## src/rtl/prv32_pkg.sv

```systemverilog
// Shared constants for the RV32M sequencer: ALU opcodes, funct3 encodings and FSM states.
package prv32_pkg;

  localparam logic [3:0] AluAdd = 4'b0000;
  localparam logic [3:0] AluSub = 4'b0001;

  localparam logic [2:0] F3Mul    = 3'b000;
  localparam logic [2:0] F3Mulh   = 3'b001;
  localparam logic [2:0] F3Mulhsu = 3'b010;
  localparam logic [2:0] F3Mulhu  = 3'b011;
  localparam logic [2:0] F3Div    = 3'b100;
  localparam logic [2:0] F3Divu   = 3'b101;
  localparam logic [2:0] F3Rem    = 3'b110;
  localparam logic [2:0] F3Remu   = 3'b111;

  localparam int unsigned IterCount = 32;

  typedef enum logic [2:0] {
    StIdle,
    StNegA,
    StNegB,
    StIter,
    StFixLo,
    StFixHi,
    StDone
  } md_state_e;

endpackage

```

## src/rtl/prv32_muldiv_seq.sv

```systemverilog
// Multi-cycle RV32M multiply/divide sequencer; all arithmetic goes through the core's ALU.
// Shift-add multiply and restoring divide on operand magnitudes, sign fixed up at the end.
module prv32_muldiv_seq
  import prv32_pkg::*;
#(
  parameter int unsigned Xlen = 32
) (
  input  logic            clk,
  input  logic            rst,
  input  logic            start,
  input  logic [2:0]      op,
  input  logic [Xlen-1:0] rs1,
  input  logic [Xlen-1:0] rs2,
  output logic            busy,
  output logic            done,
  output logic [Xlen-1:0] result,
  output logic            alu_own,
  output logic [Xlen-1:0] alu_a,
  output logic [Xlen-1:0] alu_b,
  output logic [4:0]      alu_shamt,
  output logic [3:0]      alu_alufn,
  input  logic [Xlen-1:0] alu_r,
  input  logic            alu_cf,
  input  logic            alu_zf
);

  localparam logic [Xlen-1:0] MinNeg = {1'b1, {(Xlen-1){1'b0}}};
  localparam logic [4:0]      CntLast = 5'(IterCount - 1);

  // {rs1 signed, rs2 signed}
  function automatic logic [1:0] sign_sel(input logic [2:0] f3);
    case (f3)
      F3Mulh, F3Div, F3Rem: sign_sel = 2'b11;
      F3Mulhsu:             sign_sel = 2'b10;
      default:              sign_sel = 2'b00;
    endcase
  endfunction

  md_state_e       state_q, state_d;
  logic [2:0]      op_q, op_d;
  logic [Xlen-1:0] hi_q, hi_d, lo_q, lo_d, mag_q, mag_d, result_q, result_d;
  logic            sa_q, sa_d, sb_q, sb_d, bz_q, bz_d;
  logic [4:0]      cnt_q, cnt_d;
  logic [Xlen-1:0] div_sh;
  logic            is_div, neg_p, take;
  logic            unused_zf;

  assign unused_zf = alu_zf;
  assign is_div    = op_q[2];
  assign neg_p     = sa_q ^ sb_q;
  assign div_sh    = {hi_q[Xlen-2:0], lo_q[Xlen-1]};

  assign busy      = (state_q != StIdle);
  assign done      = (state_q == StDone);
  assign result    = result_q;
  assign alu_shamt = 5'd0;

  always_comb begin
    state_d   = state_q;
    op_d      = op_q;
    hi_d      = hi_q;
    lo_d      = lo_q;
    mag_d     = mag_q;
    sa_d      = sa_q;
    sb_d      = sb_q;
    bz_d      = bz_q;
    cnt_d     = cnt_q;
    result_d  = result_q;
    take      = 1'b0;
    alu_own   = 1'b0;
    alu_a     = '0;
    alu_b     = '0;
    alu_alufn = AluAdd;
    unique case (state_q)
      StIdle: begin
        if (start) begin
          op_d         = op;
          hi_d         = rs1;
          lo_d         = rs2;
          {sa_d, sb_d} = sign_sel(op) & {rs1[Xlen-1], rs2[Xlen-1]};
          if (op[2] && rs2 == '0) begin
            state_d  = StDone;
            result_d = op[1] ? rs1 : '1;
          end else if (op[2] && !op[0] && rs1 == MinNeg && rs2 == '1) begin
            state_d  = StDone;
            result_d = op[1] ? '0 : MinNeg;
          end else begin
            state_d = StNegA;
          end
        end
      end
      StNegA: begin
        alu_own = 1'b1;
        if (sa_q) begin
          alu_b     = hi_q;
          alu_alufn = AluSub;
        end else begin
          alu_a = hi_q;
        end
        mag_d   = alu_r;
        state_d = StNegB;
      end
      StNegB: begin
        alu_own = 1'b1;
        if (sb_q) begin
          alu_b     = lo_q;
          alu_alufn = AluSub;
        end else begin
          alu_a = lo_q;
        end
        hi_d = '0;
        // Divide keeps the dividend in lo and the divisor in mag; multiply the reverse.
        if (is_div) begin
          lo_d  = mag_q;
          mag_d = alu_r;
        end else begin
          lo_d = alu_r;
        end
        cnt_d   = '0;
        state_d = StIter;
      end
      StIter: begin
        alu_own = 1'b1;
        alu_b   = mag_q;
        if (is_div) begin
          alu_a     = div_sh;
          alu_alufn = AluSub;
          take      = hi_q[Xlen-1] | alu_cf;
          hi_d      = take ? alu_r : div_sh;
          lo_d      = {lo_q[Xlen-2:0], take};
        end else begin
          alu_a = hi_q;
          if (lo_q[0]) begin
            {hi_d, lo_d} = {alu_cf, alu_r, lo_q[Xlen-1:1]};
          end else begin
            {hi_d, lo_d} = {1'b0, hi_q, lo_q[Xlen-1:1]};
          end
        end
        cnt_d = cnt_q + 5'd1;
        if (cnt_q == CntLast) begin
          state_d = StFixLo;
        end
      end
      StFixLo: begin
        alu_own = 1'b1;
        if (neg_p) begin
          alu_b     = lo_q;
          alu_alufn = AluSub;
          if (!is_div) begin
            bz_d = alu_cf;
          end
        end else begin
          alu_a = lo_q;
        end
        lo_d    = alu_r;
        state_d = StFixHi;
      end
      StFixHi: begin
        alu_own = 1'b1;
        // 64-bit negate of the product: hi gets ~hi plus the borrow out of the low word.
        if (!is_div && neg_p) begin
          alu_a = ~hi_q;
          alu_b = {{(Xlen-1){1'b0}}, bz_q};
        end else if (is_div && sa_q) begin
          alu_b     = hi_q;
          alu_alufn = AluSub;
        end else begin
          alu_a = hi_q;
        end
        hi_d     = alu_r;
        result_d = (op_q == F3Mul || op_q[2:1] == 2'b10) ? lo_q : alu_r;
        state_d  = StDone;
      end
      StDone: begin
        state_d = StIdle;
      end
      default: begin
        state_d = StIdle;
      end
    endcase
  end

  always_ff @(posedge clk) begin
    if (rst) begin
      state_q  <= StIdle;
      op_q     <= '0;
      hi_q     <= '0;
      lo_q     <= '0;
      mag_q    <= '0;
      sa_q     <= 1'b0;
      sb_q     <= 1'b0;
      bz_q     <= 1'b0;
      cnt_q    <= '0;
      result_q <= '0;
    end else begin
      state_q  <= state_d;
      op_q     <= op_d;
      hi_q     <= hi_d;
      lo_q     <= lo_d;
      mag_q    <= mag_d;
      sa_q     <= sa_d;
      sb_q     <= sb_d;
      bz_q     <= bz_d;
      cnt_q    <= cnt_d;
      result_q <= result_d;
    end
  end

endmodule

```

## config.mk

```make
export PLATFORM = sky130hd
export DESIGN_NAME = prv32_muldiv_seq
export DESIGN_NICKNAME = d
export VERILOG_FILES = /design/src/rtl/prv32_pkg.sv /design/src/rtl/prv32_muldiv_seq.sv
export SDC_FILE = /design/constraint.sdc
export NUM_CORES = 1
export LEC_CHECK = 0
export BUFFER_PORTS_ARGS = -buffer_cell sky130_fd_sc_hd__buf_2
export CAP_MARGIN = 0
export CORE_AREA = 2 2 269 165
export DETAILED_ROUTE_END_ITERATION = 8
export DIE_AREA = 0 0 271 167
export MAX_ROUTING_LAYER = met4
export PLACE_DENSITY = 0.4
export SETUP_SLACK_MARGIN = 0.1
export SYNTH_ARGS = -nofsm -noshare
export SYNTH_HDL_FRONTEND = slang
export SYNTH_SLANG_ARGS = --single-unit
export TNS_END_PERCENT = 1
```

## constraint.sdc

```tcl
create_clock -name clk -period 3.7 [get_ports clk]
set_input_delay 0.74 -clock clk [delete_from_list [all_inputs] [get_ports clk]]
set_output_delay 0.74 -clock clk [all_outputs]
set_load 0.02 [all_outputs]
```

* Word level (Yosys, flattened, before mapping)
Cells that the tools add are included.
** Storage, ports and cells
- Register bits :: 142
- Output and inout port bits :: 108
** Cells by class
- Reduce and logical (&&, ||, !) cells :: 27
- Bitwise logic cells :: 5
- Eq/ne operators :: 18
- Mux-type cells :: 49
- Add/sub/neg operators :: 1
** Operator list (count)
- 2-to-1 mux 32 bit :: 26
- case mux 32 bit (5 select lines) :: 2
- case mux 32 bit (4 select lines) :: 2
- case mux 32 bit (2 select lines) :: 2
- == test 32 bit (second input constant) :: 2
- zero test 32 bit :: 1
- NOT 32 bit :: 1
- case mux 3 bit (6 select lines) :: 1
- == test 3 bit (second input constant) :: 5
- 2-to-1 mux 3 bit :: 4
- case mux 5 bit (2 select lines) :: 1
- AND reduction 2 bit :: 5
- == test 3 x 2 -> 1 bit (second input constant) :: 3
- nonzero test 4 bit :: 2
- 2-to-1 mux 1 bit :: 7
- == test 3 x 1 -> 1 bit (second input constant) :: 2
- logical AND 1 bit :: 6
- zero test 3 bit :: 2
- inequality test 2 bit (second input constant) :: 3
- AND reduction 3 bit :: 2
- nonzero test 2 bit :: 3
- adder 5 x 1 -> 5 bit (second input constant) :: 1
- == test 5 bit (second input constant) :: 1
- case mux 1 bit (5 select lines) :: 1
- 13 further kinds :: 15

* Longest topological paths before layout
Gate-level depths: netlist (run 1).
- Word-level depth :: 8
- Depth in mapped cells :: 9

* Worst setup path after synthesis (run 1)
Ideal clock, no wire load.
- Path type :: reg-to-output
- From :: reg state_q[1]
- To :: out alu_a[31]
- Slack :: 996 ps
- Data required time :: 2960 ps
- Data arrival time :: 1964 ps
- Stages on the path, launching flop included :: 9
- Path through :: dfxtp_1 buf_2 inv_1 nor2_2 nand2_1 nor2_1 buf_2 a222oi_1 a21oi_1
** Between the ends
- Longest elaborated chain between the ends :: 2
- Elaborated cells on any way between the ends :: 6
- Those cells by class :: 5 x eq/ne; 1 x mux
** RTL lines
- start, declared :: RTL line prv32_muldiv_seq.sv:39 : md_state_e state_q, state_d;
- start signal, assigned :: RTL line prv32_muldiv_seq.sv:185 : state_q <= StIdle;
- start signal, assigned :: RTL line prv32_muldiv_seq.sv:196 : state_q <= state_d;
- == test 3 bit (tied with other cells) :: RTL line prv32_muldiv_seq.sv:74 : unique case (state_q)
- case mux 32 bit (5 select lines) * :: RTL line prv32_muldiv_seq.sv:74
- end, declared :: RTL line prv32_muldiv_seq.sv:18 : output logic [Xlen-1:0] alu_a,
Every way passes the cells marked *; elsewhere a longest branch is shown, timed or not.

* Final worst setup path (run 1)
- From :: reg sa_q
- To :: out alu_b[23]
** Between the ends
- Longest elaborated chain between the ends :: 4
- Elaborated cells on any way between the ends :: 8
- Those cells by class :: 5 x mux; 1 x bitwise; 2 x reduce/logical
** RTL lines
- start, declared :: RTL line prv32_muldiv_seq.sv:42 : logic sa_q, sa_d, sb_q, sb_d, bz_q, bz_d;
- start signal, assigned :: RTL line prv32_muldiv_seq.sv:190 : sa_q <= 1'b0;
- start signal, assigned :: RTL line prv32_muldiv_seq.sv:201 : sa_q <= sa_d;
- logical AND 1 bit / XOR 1 bit (equally long branches) :: RTL line prv32_muldiv_seq.sv:164, prv32_muldiv_seq.sv:50
- 2-to-1 mux 32 bit / logical AND 1 bit (equally long branches) :: RTL line prv32_muldiv_seq.sv:164, prv32_muldiv_seq.sv:161
- 2-to-1 mux 32 bit :: RTL line prv32_muldiv_seq.sv:161 : if (!is_div && neg_p) begin
- case mux 32 bit (5 select lines) * :: RTL line prv32_muldiv_seq.sv:74
- end, declared :: RTL line prv32_muldiv_seq.sv:19 : output logic [Xlen-1:0] alu_b,
Marks and branches as above.

==> flow_summary.ini, run 1 <==
[synth]
yosys_register_bits = 142
syn_avg_cell_area_um2 = 6.81
synth_top_area_cell = dfxtp_1
synth_most_common_cell = nand2_1
synth.top_cell.area_share = 0.268
syn_area_um2 = 10600
synth_edf_count = 0
synthFlopType = dfxtp_1
synthArstFlopShare = 0
synthTopCellsByCount = nand2_1, nor2_1, a21oi_1
netlist_top_cells_area = dfxtp_1, nand2_1, a21oi_1
ys_types = 52
yosysSeqAreaShare = 0.268
yosysWarnings = 0
postSynthCellCount = 1557

[cells_and_area]
nets = 1781
stdcell_count = 2266
syn_to_final_growth_pct = 22.4
drive_above_1_share = 0.202

[global_route]
grt_usage = 0.267
grt_max_degree = 63
grt_first_pass_wirelength_mm = 87.3
antenna_found_initial = 3
grt_pass1_vias = 12100
grt_remaining_overflow = 0

[cts]
cts_buffers = 17
cts_max_level = 4
worstSkewPairLatency_ns = 0.45
cts_root_buf = clkbuf_16
clk_path_buf_depth = 2
clock_sinks = 142
hold_buffers = 0
clk_pin_slew_ns = 0.07
cts_tree = built

[status]
status = finished clean

[sta]
clock.fmax_mhz = 279
setup_slack_ns = 0.116
rsz0062_at_grt = yes
finalCriticalPeriod_ns = 3.58
hold_violations = 0
slew_violations = 0
fin_crit_sh = 0.969
final.setup.tns_ns = 0
setup_viol = 0
slew-limit-headroom = 0.311
skew_ns = 0.0103
worst_pin_slew_ns = 1.03

[drt]
drt-wirelength-per-cell_um = 26.7
drt_wl_total_mm = 60.6
drc = 0
drt_iter0_drc = 1816
num_vias = 13200
first_pass_iters = 6
ant_nets = 0
routed_via_density = 5.84

[setup_path]
path_max_fanout = 23
reg2reg_from = state_q[0]
required_ns = 2.96
end_kind = output port
worst_setup_path_start_kind = register
crit_type = register to output port
timing.rr.end = result[13]
cp-startpoint = sa_q
reg2regPathDepth = 7
reg2reg_slack_ns = 1.04
cp.arrival_ns = 2.84

[placement]
dpl.hpwl_mm = 41.4
dp_worst_setup_slack_ns = 0.480
io_buffers = 202
dp_cells = 2232
gp_congestion = 0.857

[min_path]
whs_path_depth = 2
hold_path_class = register to register
hp-start = mag_q[16]
hold_end = mag_q[16]

[floorplanning]
die_x_um = 271
core_area_um2 = 42700
die_h_um = 167
dieArea_um2 = 45300
start_util = 0.248
io_pins = 212
fp-row-count = 59

[power_and_ir_drop]
peakVddDrop_v = 0.000241
pwr_density_cell_nw_per_um2 = 435
power.leakage_nw = 4.67
total_power_mw = 5.64

[job]
drv_cap = 0
[layout make-up]
type                       count  area, um2
sequential                   142       2850
clock inverter                13        163
fill                        4705      29800
inverter                       6       22.5
clock buffer                  19        433
tap                          579        724
multi-input combinational   1227       7070
timing repair buffer         278       1700
antenna                        2       5.00
[per-layer routing]
| metal | global-route usage | wire (um) | share of wire |
|---|---|---|---|
| met5 | - | 0 | 0 |
| met1 | 0.387 | 28300 | 0.47 |
| met2 | 0.367 | 25200 | 0.42 |
| met4 | 0.0629 | 1130 | 0.019 |
| met3 | 0.0624 | 5870 | 0.097 |
[power breakdown]
group	switching, mW	internal (mW)
combinational	1.20	0.576
sequential	0.300	1.68
clock	0.820	1.06
total	2.32	3.32
[per-stage QoR]
step                 util  cell area (um2)  hold WS [ns]
finish              0.303            13000         0.477
global route        0.303            13000         0.489
CTS                 0.303            13000         0.476
detailed placement  0.289            12400         0.467
global placement    0.289            12400         0.461
floorplan               -            10600         0.449
[worst max path at each step]
stage | end | slack (ns)
final | alu_b[23] | 0.12
after global routing | alu_a[23] | 0.07
after CTS | alu_b[23] | 0.15
after detailed placement | alu_b[23] | 0.48
after global placement | alu_b[23] | 0.49
after floorplan | alu_a[31] | 1.0
[logic make-up after synthesis]
group           count (synthesis)  share of synthesized area
fa+ha+maj                       5                    0.00590
simple gates                  647                      0.266
mux                            58                     0.0549
compound gates                506                      0.326
flops                         142                      0.268
buf+inv                       195                     0.0769
xor+xnor                        3                    0.00248
other cells                     1                   0.000354
[flip-flops by register name (all words and copies together), names as in the netlist]
name	count
lo_q	32
sb_q	1
op_q	3
mag_q	32
state_q	3
cnt_q	5
bz_q	1
result	32
hi_q	32
sa_q	1
[timing repair]
action / 4_1_cts / 5_1_grt
buffers inserted: 0 / 0
resized for setup: 1 / 3
setup endpoints to repair: 25 / 20
[layout by cell type (no fill, tap or decap), types with 17 or more instances in the layout]
cell type / n
nand3_1: 49
o221ai_1: 28
a21oi_1: 156
nand2_1: 287
a221oi_1: 35
a31oi_1: 33
buf_4: 67
dfxtp_1: 139
o21ai_0: 67
buf_2: 201
a211oi_1: 99
nand2b_1: 35
mux2i_1: 57
nor2_1: 168
clkbuf_16: 17
nor3_1: 38
a222oi_1: 62
[critical path: stages, from the launching register on]
cell and delay [ns]:
dfxtp_1 0.39, o21ai_0 0.13, nor3_2 0.69, buf_4 0.53, a222oi_1 0.16, nor2_1 0.26, buf_2 0.22
No activity file was read; power rests on OpenSTA's default activity.
==> run 2, diff against run 1 <==
--- a/config.mk
+++ b/config.mk
@@ -5,13 +5,13 @@
 export SDC_FILE = /design/constraint.sdc
 export NUM_CORES = 1
 export LEC_CHECK = 0
-export BUFFER_PORTS_ARGS = -buffer_cell sky130_fd_sc_hd__buf_2
 export CAP_MARGIN = 0
 export CORE_AREA = 2 2 269 165
 export DETAILED_ROUTE_END_ITERATION = 8
 export DIE_AREA = 0 0 271 167
+export DONT_BUFFER_PORTS = 1
 export MAX_ROUTING_LAYER = met4
-export PLACE_DENSITY = 0.4
+export PLACE_DENSITY = 0.36
 export SETUP_SLACK_MARGIN = 0.1
 export SYNTH_ARGS = -nofsm -noshare
 export SYNTH_HDL_FRONTEND = slang
==> run 2 against run 1 <==
Against the previous run:
- combinational power down 12%
- cell count shrank 6.8%
- utilization is 1.6 points lower
- largest power group unchanged
- first-iteration DRC count hardly changed
- final area shrank 5.1%
==> flow_summary.ini, run 2 (same netlist as run 1, synthesis figures left out) <==
[floorplanning]
dieArea_um2 = 45300
fp-row-count = 59
core_area_um2 = 42700
start_util = 0.248
die_x_um = 271
io_pins = 212
die_h_um = 167

[placement]
io_buffers = 0
dp_cells = 2075
gp_congestion = 0.866
dpl.hpwl_mm = 40.6

[global_route]
grt_usage = 0.267
grt_first_pass_wirelength_mm = 85.8
antenna_found_initial = 2
grt_max_degree = 143
grt_remaining_overflow = 0
grt_pass1_vias = 11400

[setup_path]
worst_setup_path_start_kind = register
crit_type = register to output port
reg2reg_from = state_q[0]
reg2regPathDepth = 7
path_max_fanout = 30
required_ns = 2.96
timing.rr.end = lo_q[17]
reg2reg_slack_ns = 0.71
cp.arrival_ns = 2.81
end_kind = output port

[sta]
clock.fmax_mhz = 281
slew_violations = 0
hold_violations = 0
final.setup.tns_ns = 0
worst_pin_slew_ns = 0.934
skew_ns = 0.0101
fin_crit_sh = 0.960
rsz0062_at_grt = yes
finalCriticalPeriod_ns = 3.55
setup_viol = 0
slew-limit-headroom = 0.377

[power_and_ir_drop]
peakVddDrop_v = 0.000277
pwr_density_cell_nw_per_um2 = 439
power.leakage_nw = 3.96

[drt]
routed_via_density = 5.87
ant_nets = 0
first_pass_iters = 8
drc = 0
drt_wl_total_mm = 60.0
num_vias = 12400
drt-wirelength-per-cell_um = 28.4
drt_iter0_drc = 1817

[cts]
cts_tree = built
cts_root_buf = clkbuf_16
clk_pin_slew_ns = 0.06
post_cts_buffers = 0
cts_buffers = 17
clk_path_buf_depth = 2
cts_max_level = 4
worstSkewPairLatency_ns = 0.45
clock_sinks = 142

[cells_and_area]
final_core_util = 0.288
layout_common_cells = nand2_1, nor2_1, a21oi_1
drive_above_1_share = 0.122
stdcell_count = 2111
nets = 1624
final_common_cell = nand2_1
syn_to_final_growth_pct = 16.1
fill_cells = 4675

[min_path]
hp-start = rst
hold_end = result[5]
hold_path_class = input port to register
whs_path_depth = 1

[job]
drv_cap = 0

[status]
status = finished clean
-- run 2: area by class of cell --
class / instances / area [um2] / area share
timing repair buffer: 121 / 983 / 0.0799
multi-input combinational: 1227 / 7110 / 0.577
clock buffer: 19 / 443 / 0.0360
clock inverter: 13 / 165 / 0.0134
sequential: 142 / 2850 / 0.232
tap: 579 / 724 / 0.0589
antenna: 4 / 10.0 / 0.000814
inverter: 6 / 22.5 / 0.00183
-- run 2: stage by stage --
step	power [mW]	instance area (um2)	worst slack (ns)	hold WS, ns
after floorplan	2.97	10600	0.996	0.449
after global placement	3.53	11700	0.452	0.457
after detailed placement	3.54	11700	0.444	0.462
after CTS	5.43	12300	0.0643	0.374
after global routing	5.67	12300	0.0836	0.354
final	5.41	12300	0.147	0.371
-- run 2: power breakdown --
part           internal, mW  total (mW)  switching, mW
clock                  1.08        1.87          0.792
sequential             1.68        1.98          0.295
combinational         0.524        1.56           1.03
-- run 2: worst max-delay path by stage --
| stage | cells after the start | slack [ns] | end | start |
|---|---|---|---|---|
| finish | 8 | 0.15 | alu_a[24] | op_q[2] |
| CTS | 9 | 0.06 | alu_b[28] | state_q[2] |
| global placement | 7 | 0.45 | alu_a[3] | sb_q |
| floorplan | 8 | 1.0 | alu_a[31] | state_q[1] |
| detailed placement | 7 | 0.44 | alu_a[3] | sb_q |
| global route | 7 | 0.08 | alu_a[24] | sa_q |
-- run 2: timing repair --
action / in CTS / in global routing
pin swaps: 0 / 0
gates resized for setup: 1 / 3
setup endpoints to repair: 20 / 45
hold buffers: 0 / 0
-- run 2: metal layers --
layer | track usage | up-vias | share of wire
met5 | - | - | 0
met4 | 0.0687 | 0 | 0.020
met3 | 0.0891 | 71 | 0.11
met2 | 0.375 | 600 | 0.42
met1 | 0.362 | 6082 | 0.45
li1 | - | 5641 | -
-- run 2: worst max-delay path: stages (launching register included) --
cell      delay (ns)
dfxtp_4         0.34
buf_4           0.38
inv_1           0.17
buf_4           0.24
nor2_4          0.25
buf_12          0.26
a222oi_1        0.10
a21oi_1         0.38
buf_4           0.23
